File: config.mk
export PLATFORM = sky130hd
export DESIGN_NAME = mem_arbiter_2p_flat
export DESIGN_NICKNAME = d
export VERILOG_FILES = /design/src/rtl/mem_arbiter_2p_if.sv /design/src/rtl/mem_arbiter_2p.sv /design/src/flat_wrapper.sv
export SDC_FILE = /design/constraint.sdc
export NUM_CORES = 1
export LEC_CHECK = 0
export BUFFER_PORTS_ARGS = -buffer_cell sky130_fd_sc_hd__buf_2
export CORE_MARGIN = 2
export CORE_UTILIZATION = 35
export DETAILED_ROUTE_END_ITERATION = 10
export GPL_TIMING_DRIVEN = 0
export SETUP_SLACK_MARGIN = 0.15
export SYNTH_ARGS = -nofsm -noshare
export SYNTH_HDL_FRONTEND = slang
export SYNTH_SLANG_ARGS = --single-unit
File: constraint.sdc
create_clock -name clk -period 2.35 [get_ports clk]
set_clock_uncertainty 0.15 [all_clocks]
set_input_delay 0.3525 -clock clk [delete_from_list [all_inputs] [get_ports clk]]
set_output_delay 0.3525 -clock clk [all_outputs]
set_load 0.005 [all_outputs]
File: src/rtl/mem_arbiter_2p_if.sv
// Requester-side req/ack bus of mem_arbiter_2p; one instance per port.
// The requester drives req/we/addr/wdata and receives ack/rdata.
interface mem_arbiter_2p_if #(
    parameter int ADDR_W = 5,
    parameter int DATA_W = 16
) ();
    logic              req;
    logic              we;
    logic [ADDR_W-1:0] addr;
    logic [DATA_W-1:0] wdata;
    logic              ack;
    logic [DATA_W-1:0] rdata;

    modport master (output req, we, addr, wdata, input  ack, rdata);
    modport slave  (input  req, we, addr, wdata, output ack, rdata);
endinterface

File: src/rtl/mem_arbiter_2p.sv
// Two-port arbiter sharing one synchronous memory; serialises req/ack accesses.
// Define MEM_ARB_FIXED_PRIO_EN for fixed priority (port 0 wins) instead of round-robin.
module mem_arbiter_2p #(
    parameter int ADDR_W = 5,
    parameter int DATA_W = 16,
    parameter int RD_LAT = 1
) (
    input  logic              clk,
    input  logic              rst,
    mem_arbiter_2p_if.slave   p0_if,
    mem_arbiter_2p_if.slave   p1_if,
    output logic [ADDR_W-1:0] address_o,
    output logic [DATA_W-1:0] data_in_o,
    output logic              read_enable_o,
    output logic              write_enable_o,
    input  logic [DATA_W-1:0] data_out_i,
    output logic              busy_o
);
    localparam int CNT_W = 2;

    typedef enum logic [1:0] {IDLE, ACCESS, WAIT, ACK} state_e;

    state_e            state_q;
    logic              gnt_q;
    logic              we_q;
    logic [CNT_W-1:0]  cnt_q;
    logic              ack0_q, ack1_q;
    logic [DATA_W-1:0] rdata0_q, rdata1_q;
    logic [ADDR_W-1:0] address_q;
    logic [DATA_W-1:0] data_in_q;
    logic              re_q, wr_q, busy_q;
`ifndef MEM_ARB_FIXED_PRIO_EN
    logic              last_q;
`endif

    logic              any_req;
    logic              gnt_d;
    logic              win_we_d;
    logic [ADDR_W-1:0] win_addr_d;
    logic [DATA_W-1:0] win_wdata_d;

    // NOTE: every always_comb output gets a default first so no path leaves it unassigned (no latch).
    always_comb begin
        any_req = p0_if.req | p1_if.req;
`ifdef MEM_ARB_FIXED_PRIO_EN
        gnt_d   = !p0_if.req;
`else
        gnt_d   = (p0_if.req && p1_if.req) ? ~last_q : p1_if.req;
`endif
        win_we_d    = gnt_d ? p1_if.we    : p0_if.we;
        win_addr_d  = gnt_d ? p1_if.addr  : p0_if.addr;
        win_wdata_d = gnt_d ? p1_if.wdata : p0_if.wdata;
    end

    // NOTE: state uses non-blocking assignments so every register samples pre-edge values.
    always_ff @(posedge clk or posedge rst) begin
        if (rst) begin
            state_q   <= IDLE;
            gnt_q     <= 1'b0;
            we_q      <= 1'b0;
            cnt_q     <= '0;
            ack0_q    <= 1'b0;
            ack1_q    <= 1'b0;
            rdata0_q  <= '0;
            rdata1_q  <= '0;
            address_q <= '0;
            data_in_q <= '0;
            re_q      <= 1'b0;
            wr_q      <= 1'b0;
            busy_q    <= 1'b0;
`ifndef MEM_ARB_FIXED_PRIO_EN
            last_q    <= 1'b1;
`endif
        end else begin
            // Strobes and acks are single-cycle pulses; the memory bus idles at zero.
            ack0_q    <= 1'b0;
            ack1_q    <= 1'b0;
            re_q      <= 1'b0;
            wr_q      <= 1'b0;
            address_q <= '0;
            data_in_q <= '0;
            case (state_q)
                IDLE: begin
                    if (any_req) begin
                        gnt_q     <= gnt_d;
                        we_q      <= win_we_d;
                        address_q <= win_addr_d;
                        data_in_q <= win_we_d ? win_wdata_d : '0;
                        re_q      <= !win_we_d;
                        wr_q      <= win_we_d;
                        busy_q    <= 1'b1;
                        state_q   <= ACCESS;
                    end
                end
                ACCESS: begin
                    if (we_q) begin
                        ack0_q  <= !gnt_q;
                        ack1_q  <= gnt_q;
                        state_q <= ACK;
                    end else begin
                        cnt_q   <= CNT_W'(RD_LAT - 1);
                        state_q <= WAIT;
                    end
                end
                WAIT: begin
                    if (cnt_q == '0) begin
                        if (gnt_q) rdata1_q <= data_out_i;
                        else       rdata0_q <= data_out_i;
                        ack0_q  <= !gnt_q;
                        ack1_q  <= gnt_q;
                        state_q <= ACK;
                    end else begin
                        cnt_q <= cnt_q - CNT_W'(1);
                    end
                end
                ACK: begin
`ifndef MEM_ARB_FIXED_PRIO_EN
                    last_q  <= gnt_q;
`endif
                    busy_q  <= 1'b0;
                    state_q <= IDLE;
                end
                default: state_q <= IDLE;
            endcase
        end
    end

    assign p0_if.ack      = ack0_q;
    assign p1_if.ack      = ack1_q;
    assign p0_if.rdata    = rdata0_q;
    assign p1_if.rdata    = rdata1_q;
    assign address_o      = address_q;
    assign data_in_o      = data_in_q;
    assign read_enable_o  = re_q;
    assign write_enable_o = wr_q;
    assign busy_o         = busy_q;
endmodule

File: src/flat_wrapper.sv
// flat-port wrapper written by rule: the top's interface ports become plain ports
module mem_arbiter_2p_flat 
#(
    parameter int ADDR_W = 5,
    parameter int DATA_W = 16,
    parameter int RD_LAT = 1
)
  (clk, rst, address_o, data_in_o, read_enable_o, write_enable_o, data_out_i, busy_o, p0_if_req, p0_if_we, p0_if_addr, p0_if_wdata, p0_if_ack, p0_if_rdata, p1_if_req, p1_if_we, p1_if_addr, p1_if_wdata, p1_if_ack, p1_if_rdata);
  mem_arbiter_2p_if #(.ADDR_W(ADDR_W), .DATA_W(DATA_W)) p0_if_i ();
  mem_arbiter_2p_if #(.ADDR_W(ADDR_W), .DATA_W(DATA_W)) p1_if_i ();
  input  logic clk;
  input  logic rst;
  output logic [ADDR_W-1:0] address_o;
  output logic [DATA_W-1:0] data_in_o;
  output logic read_enable_o;
  output logic write_enable_o;
  input  logic [DATA_W-1:0] data_out_i;
  output logic busy_o;
  input wire logic [$bits(p0_if_i.req)-1:0] p0_if_req;
  input wire logic [$bits(p0_if_i.we)-1:0] p0_if_we;
  input wire logic [$bits(p0_if_i.addr)-1:0] p0_if_addr;
  input wire logic [$bits(p0_if_i.wdata)-1:0] p0_if_wdata;
  output wire logic [$bits(p0_if_i.ack)-1:0] p0_if_ack;
  output wire logic [$bits(p0_if_i.rdata)-1:0] p0_if_rdata;
  input wire logic [$bits(p1_if_i.req)-1:0] p1_if_req;
  input wire logic [$bits(p1_if_i.we)-1:0] p1_if_we;
  input wire logic [$bits(p1_if_i.addr)-1:0] p1_if_addr;
  input wire logic [$bits(p1_if_i.wdata)-1:0] p1_if_wdata;
  output wire logic [$bits(p1_if_i.ack)-1:0] p1_if_ack;
  output wire logic [$bits(p1_if_i.rdata)-1:0] p1_if_rdata;
  assign p0_if_i.req = p0_if_req;
  assign p0_if_i.we = p0_if_we;
  assign p0_if_i.addr = p0_if_addr;
  assign p0_if_i.wdata = p0_if_wdata;
  assign p0_if_ack = p0_if_i.ack;
  assign p0_if_rdata = p0_if_i.rdata;
  assign p1_if_i.req = p1_if_req;
  assign p1_if_i.we = p1_if_we;
  assign p1_if_i.addr = p1_if_addr;
  assign p1_if_i.wdata = p1_if_wdata;
  assign p1_if_ack = p1_if_i.ack;
  assign p1_if_rdata = p1_if_i.rdata;
  mem_arbiter_2p #(.ADDR_W(ADDR_W), .DATA_W(DATA_W), .RD_LAT(RD_LAT)) u_core (.clk(clk), .rst(rst), .p0_if(p0_if_i), .p1_if(p1_if_i), .address_o(address_o), .data_in_o(data_in_o), .read_enable_o(read_enable_o), .write_enable_o(write_enable_o), .data_out_i(data_out_i), .busy_o(busy_o));
endmodule
==> results of run 1 <==
power breakdown:
part / switching, mW / total (mW) / leakage (nW) / internal [mW]
sequential: 0.195 / 1.73 / 0.813 / 1.54
clock: 0.389 / 1.03 / 0.111 / 0.642
combinational: 0.671 / 1.55 / 0.984 / 0.882
sequential cells by signal, indices dropped and copies added (netlist names), 2 cells and up:
signal,flops
u_core.p0_if.rdata,16
u_core.state_q,2
u_core.p1_if.rdata,16
u_core.data_in_o,16
u_core.cnt_q,2
u_core.address_o,5
layout make-up:
type | instances | area [um2]
buffer | 8 | 76.3
multi-input combinational | 116 | 1080
sequential | 65 | 1630
fill | 707 | 3940
timing repair buffer | 123 | 636
clock buffer | 11 | 151
tap | 102 | 128
inverter | 6 | 22.5
clock inverter | 3 | 65.1
kinds of logic after synthesis:
| family | after synthesis | synth area share, % |
|---|---|---|
| flip-flops | 65 | 58.0 |
| buffers and inverters | 14 | 3.52 |
| multiplexers | 57 | 21.9 |
| AO/OA/AOI/OAI | 13 | 3.88 |
| AND/OR/NAND/NOR | 41 | 10.4 |
| adder cells (fa/ha/maj) | 5 | 2.23 |
through the flow:
| stage | TNS [ns] | util, % |
|---|---|---|
| global placement | -39.53 | 45.8 |
| detailed placement | 0 | 46.0 |
| global route | 0 | 49.0 |
| finish | 0 | 49.0 |
| CTS | 0 | 49.0 |
| floorplan | 0 | - |
synth_stat cells, types with 2 or more instances:
master,number
nor3b_1,6
nand2_1,5
nor2b_1,2
mux2_2,35
a21boi_0,2
a31oi_1,2
nand3_2,2
ha_1,5
inv_1,6
nor3b_2,10
clkbuf_1,2
dfrtp_1,64
mux2i_1,22
nand2b_1,3
nor2_1,11
buf_6,3
a21oi_1,2
o21ai_0,2
buf_4,2
what timing repair did:
action                    4_1_cts  5_1_grt
gates resized for setup         0        0
hold endpoints to repair       25        0
hold buffers                    1        0
metal layers:
metal	vias up	track usage (%)	wire length (um)
met5	-	0	0
met4	0	4.78	40
met3	4	6.12	638
met2	93	21.3	2490
met1	894	17.9	2560
li1	947	-	-
worst min path at each step:
stage	start	end	cells after the start
6_report	data_out_i[2]	u_core.p1_if.rdata[2]$_DFFE_PP0P_	2
5_1_grt	data_out_i[5]	u_core.p0_if.rdata[5]$_DFFE_PP0P_	2
4_1_cts	data_out_i[0]	u_core.p0_if.rdata[0]$_DFFE_PP0P_	2
3_5_place_dp	rst	u_core.address_o[2]$_DFF_PP0_	2
3_3_place_gp	u_core.p0_if.rdata[1]$_DFFE_PP0P_	u_core.p0_if.rdata[1]$_DFFE_PP0P_	1
2_1_floorplan	u_core.gnt_q$_DFFE_PP0P_	u_core.p0_if.ack$_DFF_PP0_	1
==> flow_metrics.tcl, run 1 <==
set metrics [dict create \
    status "completed" \
    cts-buffers-inserted 9 \
    io_pins 122 \
    rsz0062_at_grt "false" \
    worstPathArrival_ns 1.94 \
    grt_pass1_wl_mm 9.41 \
    vias 1938 \
    cpMaxStageDelayCell "dfrtp_1" \
    n_antenna_cell 0 \
    htree_levels 3 \
    syn2layout_area_growth_pct 34.9 \
    yosysWarningCount 0 \
    r2r-start "u_core.state_q[0]$_DFFE_PP0P_" \
    overflow 0 \
    place_inst 419 \
    clock_path_buffers 2 \
    power.leakage_nw 1.91 \
    portBuffers 121 \
    wl_per_cell_um 13.2 \
    synth_edf_count 0 \
    wl_mm 5.73 \
    stdcell_count 434 \
    final_common_cell "buf_2" \
    syn_area_um2 2810 \
    dieHeight_um 93.5 \
    crit_chain "inv_1 -> ha_1 -> nand3_2 -> buf_4 -> mux2_2" \
    clk_pin_slew_ns 0.07 \
    initial_core_util_pct 36.3 \
    timing.hold.ws_ns 0.116 \
    drt-initial-drc-count 32 \
    hold_viol_final 0 \
    synth_ff_type "dfrtp_1" \
    endpoint_kind "register" \
    rr_endpoint "u_core.p1_if.rdata[3]$_DFFE_PP0P_" \
    die_w_um 93.5 \
    setup_ws_ns 0.475 \
    grt_pass1_vias 1957 \
    ys_types 28 \
    crit_type "reg -> reg" \
    worst-slew-pin-transition_ns 0.706 \
    synth_top_cell_by_area "dfrtp_1" \
    start_kind "register" \
    fmax_mhz 533 \
    drcViolationCount 0 \
    clk-insertion-delay-late_ns 0.32 \
    cp_top_family "flip-flops" \
    crit_cells 5 \
    placed_area_um2 3560 \
    crit_buf_inv 2 \
    cp.required_ns 2.41 \
    setup-violations-final 0 \
    ys_seq_area_share_pct 58.0 \
    via_per_inst 4.47 \
    p_total_mw 4.31 \
    rrSetupSlack_ns 0.48 \
    worstSetupEndpoint "u_core.p1_if.rdata[3]$_DFFE_PP0P_" \
    cp_max_fo 10 \
    min_period_ns 1.87 \
    power_density_nw_per_um2 1140 \
    finalInstanceArea_um2 3780 \
    layout_common_cells "buf_2, dfrtp_1, mux2_2" \
    crit_path_start "u_core.state_q[0]$_DFFE_PP0P_" \
    synth_seq_cells 65 \
    coreArea_um2 7730 \
    antenna_found_initial 0 \
    die-area_um2 8750 \
    maxCapViolCount 0 \
    place_hpwl_mm 4.32 \
    synth_fp_nets 264 \
    nets 398 \
    synthCells 195 \
    ir_worst_vdd_mv 0.324 \
    reg2reg_depth 5 \
    drv_slew 0 \
    post_cts_buffers 0 \
    rows 32 \
    max_slew_margin_pct 52.4 \
    cts.sinks 65 \
    synthArstFlopShare_pct 100 \
    syn_area_per_cell_um2 14.4 \
    globalplace.congestion 0.714 \
    synth_area_leaders "dfrtp_1, mux2_2, mux2i_1" \
    synth_top_cell_area_share_pct 57.1 \
    postRouteAntennaNets 0 \
    cpPeakStageDelay_ns 0.43 \
    fin_crit_sh_pct 79.8 \
    firstDrtPassIters 3 \
    grt_max_degree 40 \
    pre_cts_ws_ns 0.452 \
    tritoncts "done" \
    layout-drive-gt1-share_pct 58.1 \
    grt_usage_pct 14.0 \
    cts_root_buffer "clkbuf_8" \
    hp-class "in -> reg" \
]
(Power assumes the default switching activity.)
==> run 2, diff against run 1 <==
==> constraint.sdc (replaced) <==
create_clock -name clk -period 1.8 [get_ports clk]
set_clock_uncertainty 0.15 [all_clocks]
set_input_delay 0.27 -clock clk [delete_from_list [all_inputs] [get_ports clk]]
set_output_delay 0.27 -clock clk [all_outputs]
set_load 0.005 [all_outputs]
==> flow_metrics.tcl, run 2 (synthesized netlist as in run 1, its figures left out) <==
set metrics [dict create \
    status "completed" \
    cp.required_ns 1.87 \
    worst-slew-pin-transition_ns 0.663 \
    final_common_cell "buf_2" \
    multiInputGateArea_um2 1120 \
    fill_cells 712 \
    grt_max_degree 37 \
    stdcell_count 442 \
    fmax_mhz 622 \
    clk_pin_slew_ns 0.07 \
    hp-class "in -> reg" \
    maxCapViolCount 0 \
    layout_common_cells "buf_2, dfrtp_1, mux2_2" \
    rsz0062_at_grt "true" \
    globalplace.congestion 0.709 \
    r2r-start "u_core.state_q[1]$_DFFE_PP0P_" \
    clk-insertion-delay-late_ns 0.34 \
    worstPathArrival_ns 1.68 \
    grt_pass1_wl_mm 9.50 \
    dieHeight_um 93.5 \
    postRouteAntennaNets 0 \
    final_util_pct 50.6 \
    setup-violations-final 0 \
    cts_root_buffer "clkbuf_8" \
    n_antenna_cell 0 \
    initial_core_util_pct 36.3 \
    overflow 0 \
    fin_crit_sh_pct 89.4 \
    crit_type "reg -> reg" \
    cp_max_fo 6 \
    grt_pass1_vias 2004 \
    seq_area_um2 1630 \
    cts.sinks 65 \
    place_inst 419 \
    hold_viol_final 0 \
    place_hpwl_mm 4.41 \
    crit_path_start "u_core.state_q[1]$_DFFE_PP0P_" \
    wl_mm 5.94 \
    ir_worst_vdd_mv 0.506 \
    min_period_ns 1.61 \
    die_w_um 93.5 \
    io_pins 122 \
    holdCritStartpoint "data_out_i[6]" \
    syn2layout_area_growth_pct 39.5 \
    vias 2020 \
    power.leakage_nw 1.95 \
    power_density_nw_per_um2 1490 \
    htree_levels 3 \
    nets 404 \
    fin_setup_tns_ns 0 \
    portBuffers 121 \
    drt-initial-drc-count 34 \
    timing.hold.ws_ns 0.0230 \
    via_per_inst 4.57 \
    rows 32 \
    wl_per_cell_um 13.4 \
    tritoncts "done" \
    clock_path_buffers 2 \
    layout-drive-gt1-share_pct 60.0 \
    endpoint_kind "register" \
    max_slew_margin_pct 55.7 \
    drv_slew 0 \
    coreArea_um2 7730 \
    start_kind "register" \
    die-area_um2 8750 \
    grt_usage_pct 14.3 \
    p_total_mw 5.82 \
    drcViolationCount 0 \
    firstDrtPassIters 4 \
    cts-buffers-inserted 9 \
    antenna_found_initial 0 \
]
run 2: cell types whose count changed in the layout (fill, tap and decap cells not counted), sizes merged:
| cell | change |
|---|---|
| dlygate4sd3 | +3 |
| inv | -1 |
| clkbuf | -1 |
| clkinvlp | +1 |
| buf | +3 |
| clkinv | +3 |
run 2: worst paths after layout:
path | slack, ns | endpoint | depth (start not counted)
min | 0.02 | u_core.p0_if.rdata[6]$_DFFE_PP0P_ | 2
max in group asynchronous | 0.44 | u_core.last_q$_DFFE_PP1P_ | 4
max | 0.19 | u_core.state_q[1]$_DFFE_PP0P_ | 4
max reg2reg | 0.19 | u_core.state_q[1]$_DFFE_PP0P_ | 4
min in group asynchronous | 0.42 | u_core.p0_if.rdata[0]$_DFFE_PP0P_ | 3
min reg2reg | 0.35 | u_core.p1_if.rdata[3]$_DFFE_PP0P_ | 1
run 2: area by class of cell:
cell class | count | share of cell area (%)
Clock buffer | 10 | 3.52
Buffer | 8 | 2.30
Multi-Input combinational cell | 116 | 28.7
Clock inverter | 6 | 2.33
Inverter | 6 | 0.672
Timing Repair Buffer | 129 | 17.6
Tap cell | 102 | 3.26
Sequential cell | 65 | 41.6
run 2: power breakdown:
group          switching (mW)  total [mW]  internal (mW)
sequential              0.263        2.27           2.01
clock                   0.568        1.39          0.822
combinational           0.928        2.16           1.24
total                    1.76        5.82           4.06
run 2: stage by stage:
step	area (um2)	worst slack [ns]
2_1_floorplan	2820	0.202
6_report	3910	0.191
3_5_place_dp	3570	0.0405
4_1_cts	3850	0.147
3_3_place_gp	3550	0.0424
5_1_grt	3910	0.127
run 2: critical path, stage by stage (launching register included):
cell     delay (ns)
dfrtp_2        0.45
ha_4           0.21
nor2b_1        0.15
a21oi_1        0.17
mux2_2         0.36
run 2: metal layers:
layer	part of all wire, %	global-route usage (%)
met1	43	17.5
met2	45	21.9
met4	0.84	4.41
met5	0	0
met3	10	7.25
run 2: what timing repair did:
item,4_1_cts,5_1_grt
endpoints found under the setup margin,29,36
pin swaps,0,2
hold endpoints to repair,30,2
resized for setup,5,9
hold buffers,2,2
buffers inserted,1,2
==> run 3, diff against run 2 <==
--- a/config.mk
+++ b/config.mk
@@ -10,6 +10,7 @@
 export CORE_UTILIZATION = 35
 export DETAILED_ROUTE_END_ITERATION = 10
 export GPL_TIMING_DRIVEN = 0
+export MAX_ROUTING_LAYER = met4
 export SETUP_SLACK_MARGIN = 0.15
 export SYNTH_ARGS = -nofsm -noshare
 export SYNTH_HDL_FRONTEND = slang
==> flow_metrics.tcl, run 3 (synthesized netlist as in run 1, its figures left out) <==
set metrics [dict create \
    status "completed" \
    cp.required_ns 1.87 \
    pre_cts_ws_ns 0.0405 \
    use_met1_pct 18.3 \
    maxCapViolCount 0 \
    busiest_layer "met2" \
    dieHeight_um 93.5 \
    cpPeakStageDelay_ns 0.45 \
    layout-drive-gt1-share_pct 60.0 \
    setup_ws_ns 0.190 \
    postRouteAntennaNets 0 \
    n_antenna_cell 0 \
    io_pins 122 \
    clock_path_buffers 2 \
    reg2reg_depth 4 \
    die_w_um 93.5 \
    fin_crit_sh_pct 89.4 \
    coreArea_um2 7730 \
    p_total_mw 5.82 \
    hold_viol_final 0 \
    grt_pass1_vias 2004 \
    wl_per_cell_um 13.4 \
    holdCritStartpoint "data_out_i[6]" \
    crit_path_start "u_core.state_q[1]$_DFFE_PP0P_" \
    power_density_nw_per_um2 1490 \
    wl_mm 5.94 \
    cts.sinks 65 \
    fin_setup_tns_ns 0 \
    rr_endpoint "u_core.state_q[1]$_DFFE_PP0P_" \
    firstDrtPassIters 4 \
    grt_util_met2_pct 21.9 \
    crit_buf_inv 0 \
    cts_root_buffer "clkbuf_8" \
    clk-insertion-delay-late_ns 0.34 \
    rows 32 \
    r2r-start "u_core.state_q[1]$_DFFE_PP0P_" \
    cp_top_family "flip-flops" \
    min_to "u_core.p0_if.rdata[6]$_DFFE_PP0P_" \
    endpoint_kind "register" \
    clk_pin_slew_ns 0.07 \
    globalplace.congestion 0.717 \
    drcViolationCount 0 \
    max_slew_margin_pct 55.7 \
    setup-violations-final 0 \
    die-area_um2 8750 \
    hp-class "in -> reg" \
    initial_core_util_pct 36.3 \
    power.leakage_nw 1.95 \
    overflow 0 \
    min_period_ns 1.61 \
    syn2layout_area_growth_pct 39.5 \
    hold_path_depth 2 \
    start_kind "register" \
    final_common_cell "buf_2" \
    fill_cells 712 \
    place_inst 419 \
    fmax_mhz 621 \
    layout_common_cells "buf_2, dfrtp_1, mux2_2" \
    grt_usage_pct 14.7 \
    cts-buffers-inserted 9 \
    grt_max_degree 37 \
    portBuffers 121 \
    cpMaxStageDelayCell "dfrtp_2" \
    worstPathArrival_ns 1.68 \
    seq_area_um2 1630 \
    crit_type "reg -> reg" \
    stdcell_count 442 \
    place_hpwl_mm 4.41 \
    cp_max_fo 6 \
    drv_slew 0 \
    worst-slew-pin-transition_ns 0.663 \
    rsz0062_at_grt "true" \
    antenna_found_initial 0 \
    use_met3_pct 6.12 \
    multiInputGateArea_um2 1120 \
    via_per_inst 4.58 \
    vias 2024 \
    rrSetupSlack_ns 0.19 \
    ir_worst_vdd_mv 0.507 \
    tritoncts "done" \
    crit_chain "ha_4 -> nor2b_1 -> a21oi_1 -> mux2_2" \
    grt_pass1_wl_mm 9.51 \
    nets 404 \
    htree_levels 3 \
    drt-initial-drc-count 31 \
]
## run 3: per-layer routing
| layer | routed length, um | part of all wire, % | vias to the layer above |
|---|---|---|---|
| li1 | - | - | 962 |
| met1 | 2650 | 45 | 961 |
| met2 | 2700 | 45 | 95 |
| met3 | 535 | 9.0 | 6 |
| met4 | 59 | 0.99 | 0 |
| met5 | 0 | 0 | - |
## run 3: worst max path at each step
stage / slack (ns) / cells past startpoint / endpoint
after floorplan: 0.20 / 5 / u_core.state_q[1]$_DFFE_PP0P_
after global placement: 0.04 / 5 / u_core.p1_if.rdata[1]$_DFFE_PP0P_
after detailed placement: 0.04 / 5 / u_core.p1_if.rdata[1]$_DFFE_PP0P_
after CTS: 0.15 / 4 / u_core.state_q[1]$_DFFE_PP0P_
after global routing: 0.13 / 4 / u_core.state_q[1]$_DFFE_PP0P_
final: 0.19 / 4 / u_core.state_q[1]$_DFFE_PP0P_
## run 3: metrics by stage
step / util [%] / hold slack, ns / instance area, um2
floorplan: - / 0.257 / 2820
global placement: 46.0 / 0.331 / 3550
detailed placement: 46.2 / 0.252 / 3570
CTS: 49.8 / 0.00217 / 3850
global route: 50.6 / 0.00221 / 3910
finish: 50.6 / 0.0234 / 3910
## run 3: repair_timing
item                                    in CTS  in global routing
hold endpoints to repair                    30                  2
buffers inserted                             1                  2
endpoints found under the setup margin      29                 36
resized for setup                            5                  9
pin swaps                                    0                  2
hold buffers                                 2                  2
## run 3: cell type report
class                   instances  share of cell area (%)
flip-flops and latches         65                    41.6
multi-input cells             116                    28.7
repair buffers                129                    17.6
clock buffers                  10                    3.52
well taps                     102                    3.26
clock inverters                 6                    2.33
plain buffers                   8                    2.30
inverters                       6                   0.672
## run 3: power breakdown
part           total [mW]  internal [mW]  switching [mW]
Clock                1.39          0.822           0.568
Combinational        2.16           1.23           0.930
Sequential           2.27           2.01           0.263
Total                5.82           4.06            1.76
